## config.mk

```make
export PLATFORM = sky130hd
export DESIGN_NAME = clk_div_bank_flat
export DESIGN_NICKNAME = d
export VERILOG_FILES = /design/src/rtl/clk_div_bank_if.sv /design/src/rtl/clk_div_bank.sv /design/src/flat_wrapper.sv
export SDC_FILE = /design/constraint.sdc
export NUM_CORES = 1
export LEC_CHECK = 0
export ABC_CLOCK_PERIOD_IN_PS = 4100
export BUFFER_PORTS_ARGS = -buffer_cell sky130_fd_sc_hd__clkbuf_2
export CORE_MARGIN = 10
export CORE_UTILIZATION = 35
export CTS_CLUSTER_DIAMETER = 200
export DETAILED_ROUTE_END_ITERATION = 7
export SLEW_MARGIN = 20
export SYNTH_ARGS = -nofsm -noshare
export SYNTH_HDL_FRONTEND = slang
export SYNTH_SLANG_ARGS = --single-unit
export TNS_END_PERCENT = 50
```

## constraint.sdc

```tcl
create_clock -name clk -period 4.1 [get_ports clk]
set_clock_uncertainty 0.2 [all_clocks]
set_input_delay 0.82 -clock clk [delete_from_list [all_inputs] [get_ports clk]]
set_output_delay 0.82 -clock clk [all_outputs]
set_load 0.05 [all_outputs]
```

## src/rtl/clk_div_bank_if.sv

```systemverilog
// clk_div_bank_if
// Bundles the control/configuration inputs and the indicator outputs of
// clk_div_bank so the bank and its driver share one connection point.
//
// Signals:
//   en        global run; low freezes every channel
//   sync      restart all channels phase-aligned
//   load      write strobe for one channel's shadow configuration
//   ch_sel    channel addressed by load
//   div_val   half-period in cycles (0 = halted)
//   inv       output polarity for the addressed channel
//   led_out   divided outputs, one bit per channel
//   pulse_out one-cycle pulse after each toggle (only with CLK_DIV_BANK_PULSE_EN)
//
// Modports: master drives the controls, slave is the divider bank.
// Optional feature macro: CLK_DIV_BANK_PULSE_EN

interface clk_div_bank_if #(
    parameter int CHANNELS = 4,
    parameter int DIV_W    = 8
);
    localparam int SEL_W = (CHANNELS > 1) ? $clog2(CHANNELS) : 1;

    logic                en;
    logic                sync;
    logic                load;
    logic [SEL_W-1:0]    ch_sel;
    logic [DIV_W-1:0]    div_val;
    logic                inv;
    logic [CHANNELS-1:0] led_out;
`ifdef CLK_DIV_BANK_PULSE_EN
    logic [CHANNELS-1:0] pulse_out;

    modport master (
        output en, sync, load, ch_sel, div_val, inv,
        input  led_out, pulse_out
    );
    modport slave (
        input  en, sync, load, ch_sel, div_val, inv,
        output led_out, pulse_out
    );
`else
    modport master (
        output en, sync, load, ch_sel, div_val, inv,
        input  led_out
    );
    modport slave (
        input  en, sync, load, ch_sel, div_val, inv,
        output led_out
    );
`endif
endinterface

```

## src/rtl/clk_div_bank.sv

```systemverilog
// clk_div_bank
// Bank of independent clock dividers driving indicator outputs from the
// system clock. Each channel toggles its output every `div` enabled cycles,
// so the output period is 2*div cycles. New settings go into a per-channel
// shadow register and are only copied into the running configuration at a
// half-period boundary (or on sync / while halted), so an output never
// produces a short pulse when it is reprogrammed.
//
// Ports:
//   clk      system clock, rising edge
//   rst      asynchronous, active-high reset
//   bank_io  clk_div_bank_if.slave (controls in, led_out/pulse_out out)
//
// Optional feature macro: CLK_DIV_BANK_PULSE_EN adds pulse_out, a one-cycle
// pulse following every edge at which a channel's toggle flop changed.

module clk_div_bank #(
    parameter int CHANNELS = 4,
    parameter int DIV_W    = 8
) (
    input  logic             clk,
    input  logic             rst,
    clk_div_bank_if.slave    bank_io
);

    localparam logic [DIV_W-1:0] DIV_ONE = DIV_W'(1);

    logic [CHANNELS-1:0] ledVec;
`ifdef CLK_DIV_BANK_PULSE_EN
    logic [CHANNELS-1:0] pulseVec;
`endif

    for (genvar g = 0; g < CHANNELS; g++) begin : gen_ch
        logic [DIV_W-1:0] shDiv_q;
        logic             shInv_q;
        logic [DIV_W-1:0] div_q, div_d;
        logic             actInv_q, actInv_d;
        logic [DIV_W-1:0] cnt_q, cnt_d;
        logic             tog_q, tog_d;
        logic             led_q;
        logic             loadHit;

        // Out-of-range channel selects simply match no channel.
        assign loadHit = bank_io.load
                      && (int'(bank_io.ch_sel) == g)
                      && (int'(bank_io.ch_sel) < CHANNELS);

        // Shadow configuration is writable regardless of en so software can
        // stage a new setting while the bank is frozen.
        always_ff @(posedge clk or posedge rst) begin
            if (rst) begin
                shDiv_q <= '0;
                shInv_q <= 1'b0;
            end else if (loadHit) begin
                shDiv_q <= bank_io.div_val;
                shInv_q <= bank_io.inv;
            end
        end

        // Next-state for the running divider. sync beats halt beats the
        // terminal count; every commit reads the shadow value from before
        // this edge, so a same-edge load waits for the next boundary.
        always_comb begin
            div_d    = div_q;
            actInv_d = actInv_q;
            cnt_d    = cnt_q;
            tog_d    = tog_q;
            if (bank_io.en) begin
                if (bank_io.sync || (div_q == '0)) begin
                    div_d    = shDiv_q;
                    actInv_d = shInv_q;
                    cnt_d    = '0;
                    tog_d    = 1'b0;
                end else if (cnt_q == (div_q - DIV_ONE)) begin
                    div_d    = shDiv_q;
                    actInv_d = shInv_q;
                    cnt_d    = '0;
                    tog_d    = (shDiv_q == '0) ? 1'b0 : ~tog_q;
                end else begin
                    cnt_d    = cnt_q + DIV_ONE;
                end
            end
        end

        // Running state plus a registered copy of the output so led_out
        // comes straight from a flop with no input-to-output path.
        always_ff @(posedge clk or posedge rst) begin
            if (rst) begin
                div_q    <= '0;
                actInv_q <= 1'b0;
                cnt_q    <= '0;
                tog_q    <= 1'b0;
                led_q    <= 1'b0;
            end else begin
                div_q    <= div_d;
                actInv_q <= actInv_d;
                cnt_q    <= cnt_d;
                tog_q    <= tog_d;
                led_q    <= tog_d ^ actInv_d;
            end
        end

        assign ledVec[g] = led_q;

`ifdef CLK_DIV_BANK_PULSE_EN
        logic pulse_q;

        // A toggle change of either direction (including a forced clear by
        // sync or halt) yields one cycle of pulse.
        always_ff @(posedge clk or posedge rst) begin
            if (rst) begin
                pulse_q <= 1'b0;
            end else begin
                pulse_q <= (tog_d != tog_q);
            end
        end

        assign pulseVec[g] = pulse_q;
`endif
    end

    assign bank_io.led_out = ledVec;
`ifdef CLK_DIV_BANK_PULSE_EN
    assign bank_io.pulse_out = pulseVec;
`endif

endmodule

```

## src/flat_wrapper.sv

```systemverilog
// flat-port wrapper written by rule: the top's interface ports become plain ports
module clk_div_bank_flat 
#(
    parameter int CHANNELS = 4,
    parameter int DIV_W    = 8
)
  (clk, rst, bank_io_en, bank_io_sync, bank_io_load, bank_io_ch_sel, bank_io_div_val, bank_io_inv, bank_io_led_out);
  clk_div_bank_if #(.CHANNELS(CHANNELS), .DIV_W(DIV_W)) bank_io_i ();
  input  logic clk;
  input  logic rst;
  input wire logic [$bits(bank_io_i.en)-1:0] bank_io_en;
  input wire logic [$bits(bank_io_i.sync)-1:0] bank_io_sync;
  input wire logic [$bits(bank_io_i.load)-1:0] bank_io_load;
  input wire logic [$bits(bank_io_i.ch_sel)-1:0] bank_io_ch_sel;
  input wire logic [$bits(bank_io_i.div_val)-1:0] bank_io_div_val;
  input wire logic [$bits(bank_io_i.inv)-1:0] bank_io_inv;
  output wire logic [$bits(bank_io_i.led_out)-1:0] bank_io_led_out;
  assign bank_io_i.en = bank_io_en;
  assign bank_io_i.sync = bank_io_sync;
  assign bank_io_i.load = bank_io_load;
  assign bank_io_i.ch_sel = bank_io_ch_sel;
  assign bank_io_i.div_val = bank_io_div_val;
  assign bank_io_i.inv = bank_io_inv;
  assign bank_io_led_out = bank_io_i.led_out;
  clk_div_bank #(.CHANNELS(CHANNELS), .DIV_W(DIV_W)) u_core (.clk(clk), .rst(rst), .bank_io(bank_io_i));
endmodule
```

==> flow_summary_export.csv <==
group,metric,value,unit
synthesis,synth_fa_ha_area_frac,0.0256,
cells_and_area,diodes,0,
power_and_ir_drop,clkPwrFrac,0.270,
power_and_ir_drop,vdd_ir_drop_max,0.000331,V
synthesis,synth_cell_types,52,
job,maxCapViolations,0,
cts,clock-root-buffer,"clkbuf_16",
cells_and_area,final_nets,576,
global_route,antenna_found_initial,0,
setup_path,reg2reg_from,"u_core.gen_ch[1].div_q[2]",
drt,drtAntennaViolNets,0,
drt,avgRoutedWirePerCell,15.3,um
global_route,grt_overflow,0,
placement,hpwl,8590,um
global_route,grt_pass1_wl,20400,um
placement,placed_cell_area,6180,um2
cells_and_area,regArea,2800,um2
synthesis,synth_seq_cells,112,
cells_and_area,mostFrequentLayoutCell,"dfrtp_1",
cts,htreeDepth,3,
global_route,grtUsageMet1,0.149,
die,initial_core_util,0.355,
drt,dr.first_iter.drc_count,265,
synthesis,synth-xor-area-share,0.0941,
setup_path,required,4.14,ns
drt,drt-total-wl,11800,um
cells_and_area,final_layout_size_suffix_gt1_frac,0.213,
sta,slew_headroom,0.399,
power_and_ir_drop,p_leak,0.00272,uW
global_route,use_met3,0.0202,
synthesis,syn_inst,531,
synthesis,yosys_most_used_dff,"dfrtp_1",
setup_path,cpPeakStageDelay,0.55,ns
min_path,worst_hold_path_type,"input port to async pin",
sta,tightest_slew,0.896,ns
die,die_w,149,um
placement,routabilityCongestion,0.870,
power_and_ir_drop,internal_power,2270,uW
setup_path,crit_family,"simple AND/OR/NAND/NOR gates",
sta,fmax,0.330,GHz
cts,postCtsHoldBufs,0,
global_route,grt_max_degree,93,
setup_path,cp.buffers_inverters,0,
setup_path,cp-end-kind,"register",
power_and_ir_drop,pwr-share-comb,0.259,
power_and_ir_drop,pwr-share-seq,0.471,
drt,via_per_inst,5.09,
synthesis,yosysTopAreaCellShare,0.478,
setup_path,worstPathCellList,"nor4_1, a21oi_1, nand4b_1, nor4_2, o21ai_1, mux2_2",
sta,finalSetupViolCount,0,
synthesis,synthTopCellsByArea,"dfrtp_1, mux2_2, xnor2_1, xor2_1, nor2_1",
cells_and_area,multi_input_area,2880,um2
synthesis,synth_compound_area_frac,0.0676,
setup_path,worst_path_max_delay_cell,"nor4_1",
run_status,status,"finished clean",
die,core,16500,um2
cts,cts.clk_slew.worst_paths,0.07,ns
synthesis,yosys.area.top_type,"dfrtp_1",
power_and_ir_drop,p_sw_frac,0.329,
synthesis,yosysWarnings,0,
sta,tns,0,ns
cells_and_area,fin_area,6490,um2
power_and_ir_drop,powerDensity,522,nW/um2
cells_and_area,syn_to_final_growth,10.6,%
cts,cts.path.max_buffers,2,
synthesis,synth-simple-area-share,0.153,
die,die_h,149,um
setup_path,regToRegSetupSlack,1.07,ns
synthesis,synth_top_family_by_area,"simple AND/OR/NAND/NOR gates",
synthesis,synth_area,5860,um2
synthesis,async_flop_share,1.00,
setup_path,crit_path_start,"u_core.gen_ch[1].div_q[2]",
cts,cts.sinks,112,
sta,finalHoldViolations,0,
setup_path,start_kind,"register",
global_route,grt_pass1_vias,4036,
die,dieArea,22300,um2
synthesis,synth.avg_cell_area,11.0,um2
drt,drc,0,
global_route,grt_usage,0.113,
cells_and_area,fill_cells,1570,
drt,dr_total_vias,3931,
setup_path,worstSetupPathType,"register to register",
placement,io_buffers,19,
cells_and_area,final_cell_mix,"dfrtp_1, mux2_2, nor2_1",
cts,cts_tree,"done",
synthesis,synth_nets,559,
cts,insertion_delay,0.35,ns
sta,period_minus_slack,3.03,ns
global_route,top_usage_layer,"met2",
synthesis,synth_edf_count,0,
sta,timing.final.crit_share,0.739,
sta,maxSlewViolCount,0,
cts,cts_made_buffers,9,
synthesis,synth_seq_area_share,0.478,
global_route,grt_use_met2,0.179,
cts,post-cts-setup-buffers,0,
drt,drt_pass1_iterations,4,
sta,rsz0062_at_grt,"no",
setup_path,crit_fanout,11,
synthesis,synth_mux_area_frac,0.151,
die,rows,47,
cts,cts_resized,0,
power_and_ir_drop,p_sw,1110,uW
setup_path,crit_arrival,3.07,ns
die,pin_count,20,
==> sequential cells by signal, summed over array words and instances, names as in the netlist <==
name                    cells
u_core.gen_ch.actInv_q      4
u_core.gen_ch.shDiv_q      32
u_core.gen_ch.div_q        32
u_core.gen_ch.cnt_q        32
u_core.gen_ch.shInv_q       4
u_core.gen_ch.led_q         4
u_core.gen_ch.tog_q         4
==> logic make-up after synthesis <==
| kind of cell | Yosys count |
|---|---|
| AO/OA/AOI/OAI | 61 |
| XOR/XNOR | 63 |
| adder cells (fa/ha/maj) | 12 |
| buffers and inverters | 38 |
| flip-flops | 112 |
| multiplexers | 77 |
| AND/OR/NAND/NOR | 168 |
==> per-stage QoR <==
stage	worst slack [ns]	instances	util	hold slack (ns)	total power (uW)
floorplan	0.121	531	-	0.252	2300
detailed placement	1.00	757	0.374	0.273	2500
global route	0.847	773	0.393	0.220	3610
CTS	1.07	773	0.393	0.196	3420
global placement	1.07	757	0.374	0.271	2460
finish	1.07	773	0.393	0.195	3390
==> area by class of cell <==
cell class | instances | area share
repair buffers | 23 | 0.0212
clock inverters | 5 | 0.00984
clock buffers | 11 | 0.0374
multi-input cells | 381 | 0.445
flip-flops and latches | 112 | 0.432
well taps | 220 | 0.0424
inverters | 21 | 0.0125
==> power by group through the flow <==
stage               Clock (uW)  Sequential [uW]  Combinational, uW
detailed placement           0             1620                881
global route               983             1640                989
floorplan                    0             1520                773
global placement             0             1600                854
CTS                        939             1600                888
finish                     913             1600                878
==> synthesized netlist by cell type (8+ instances only) <==
master / count
nor3_1: 10
nor4_1: 9
inv_1: 21
nand2_1: 24
a21oi_1: 8
clkbuf_1: 10
ha_1: 12
and2_1: 8
xnor2_1: 37
xor2_1: 26
o21ai_0: 20
nor2_1: 43
dfrtp_1: 112
mux2_2: 64
nand3_1: 21
nand4_1: 9
==> per-layer routing <==
layer | wire [um] | share of wire
met1 | 5660 | 0.48
met2 | 5670 | 0.48
met3 | 311 | 0.026
met4 | 189 | 0.016
met5 | 0 | 0
==> path summary, 6_finish.rpt <==
kind | to | cells after the start
max | u_core.gen_ch[1].div_q[4] | 6
min | u_core.gen_ch[0].shDiv_q[4] | 2
max reg2reg | u_core.gen_ch[1].div_q[4] | 6
min reg2reg | u_core.gen_ch[3].tog_q | 2
max in group asynchronous | u_core.gen_ch[3].cnt_q[6] | 3
min in group clk | u_core.gen_ch[3].tog_q | 2
Note: power is estimated with default switching activity, not from simulation.
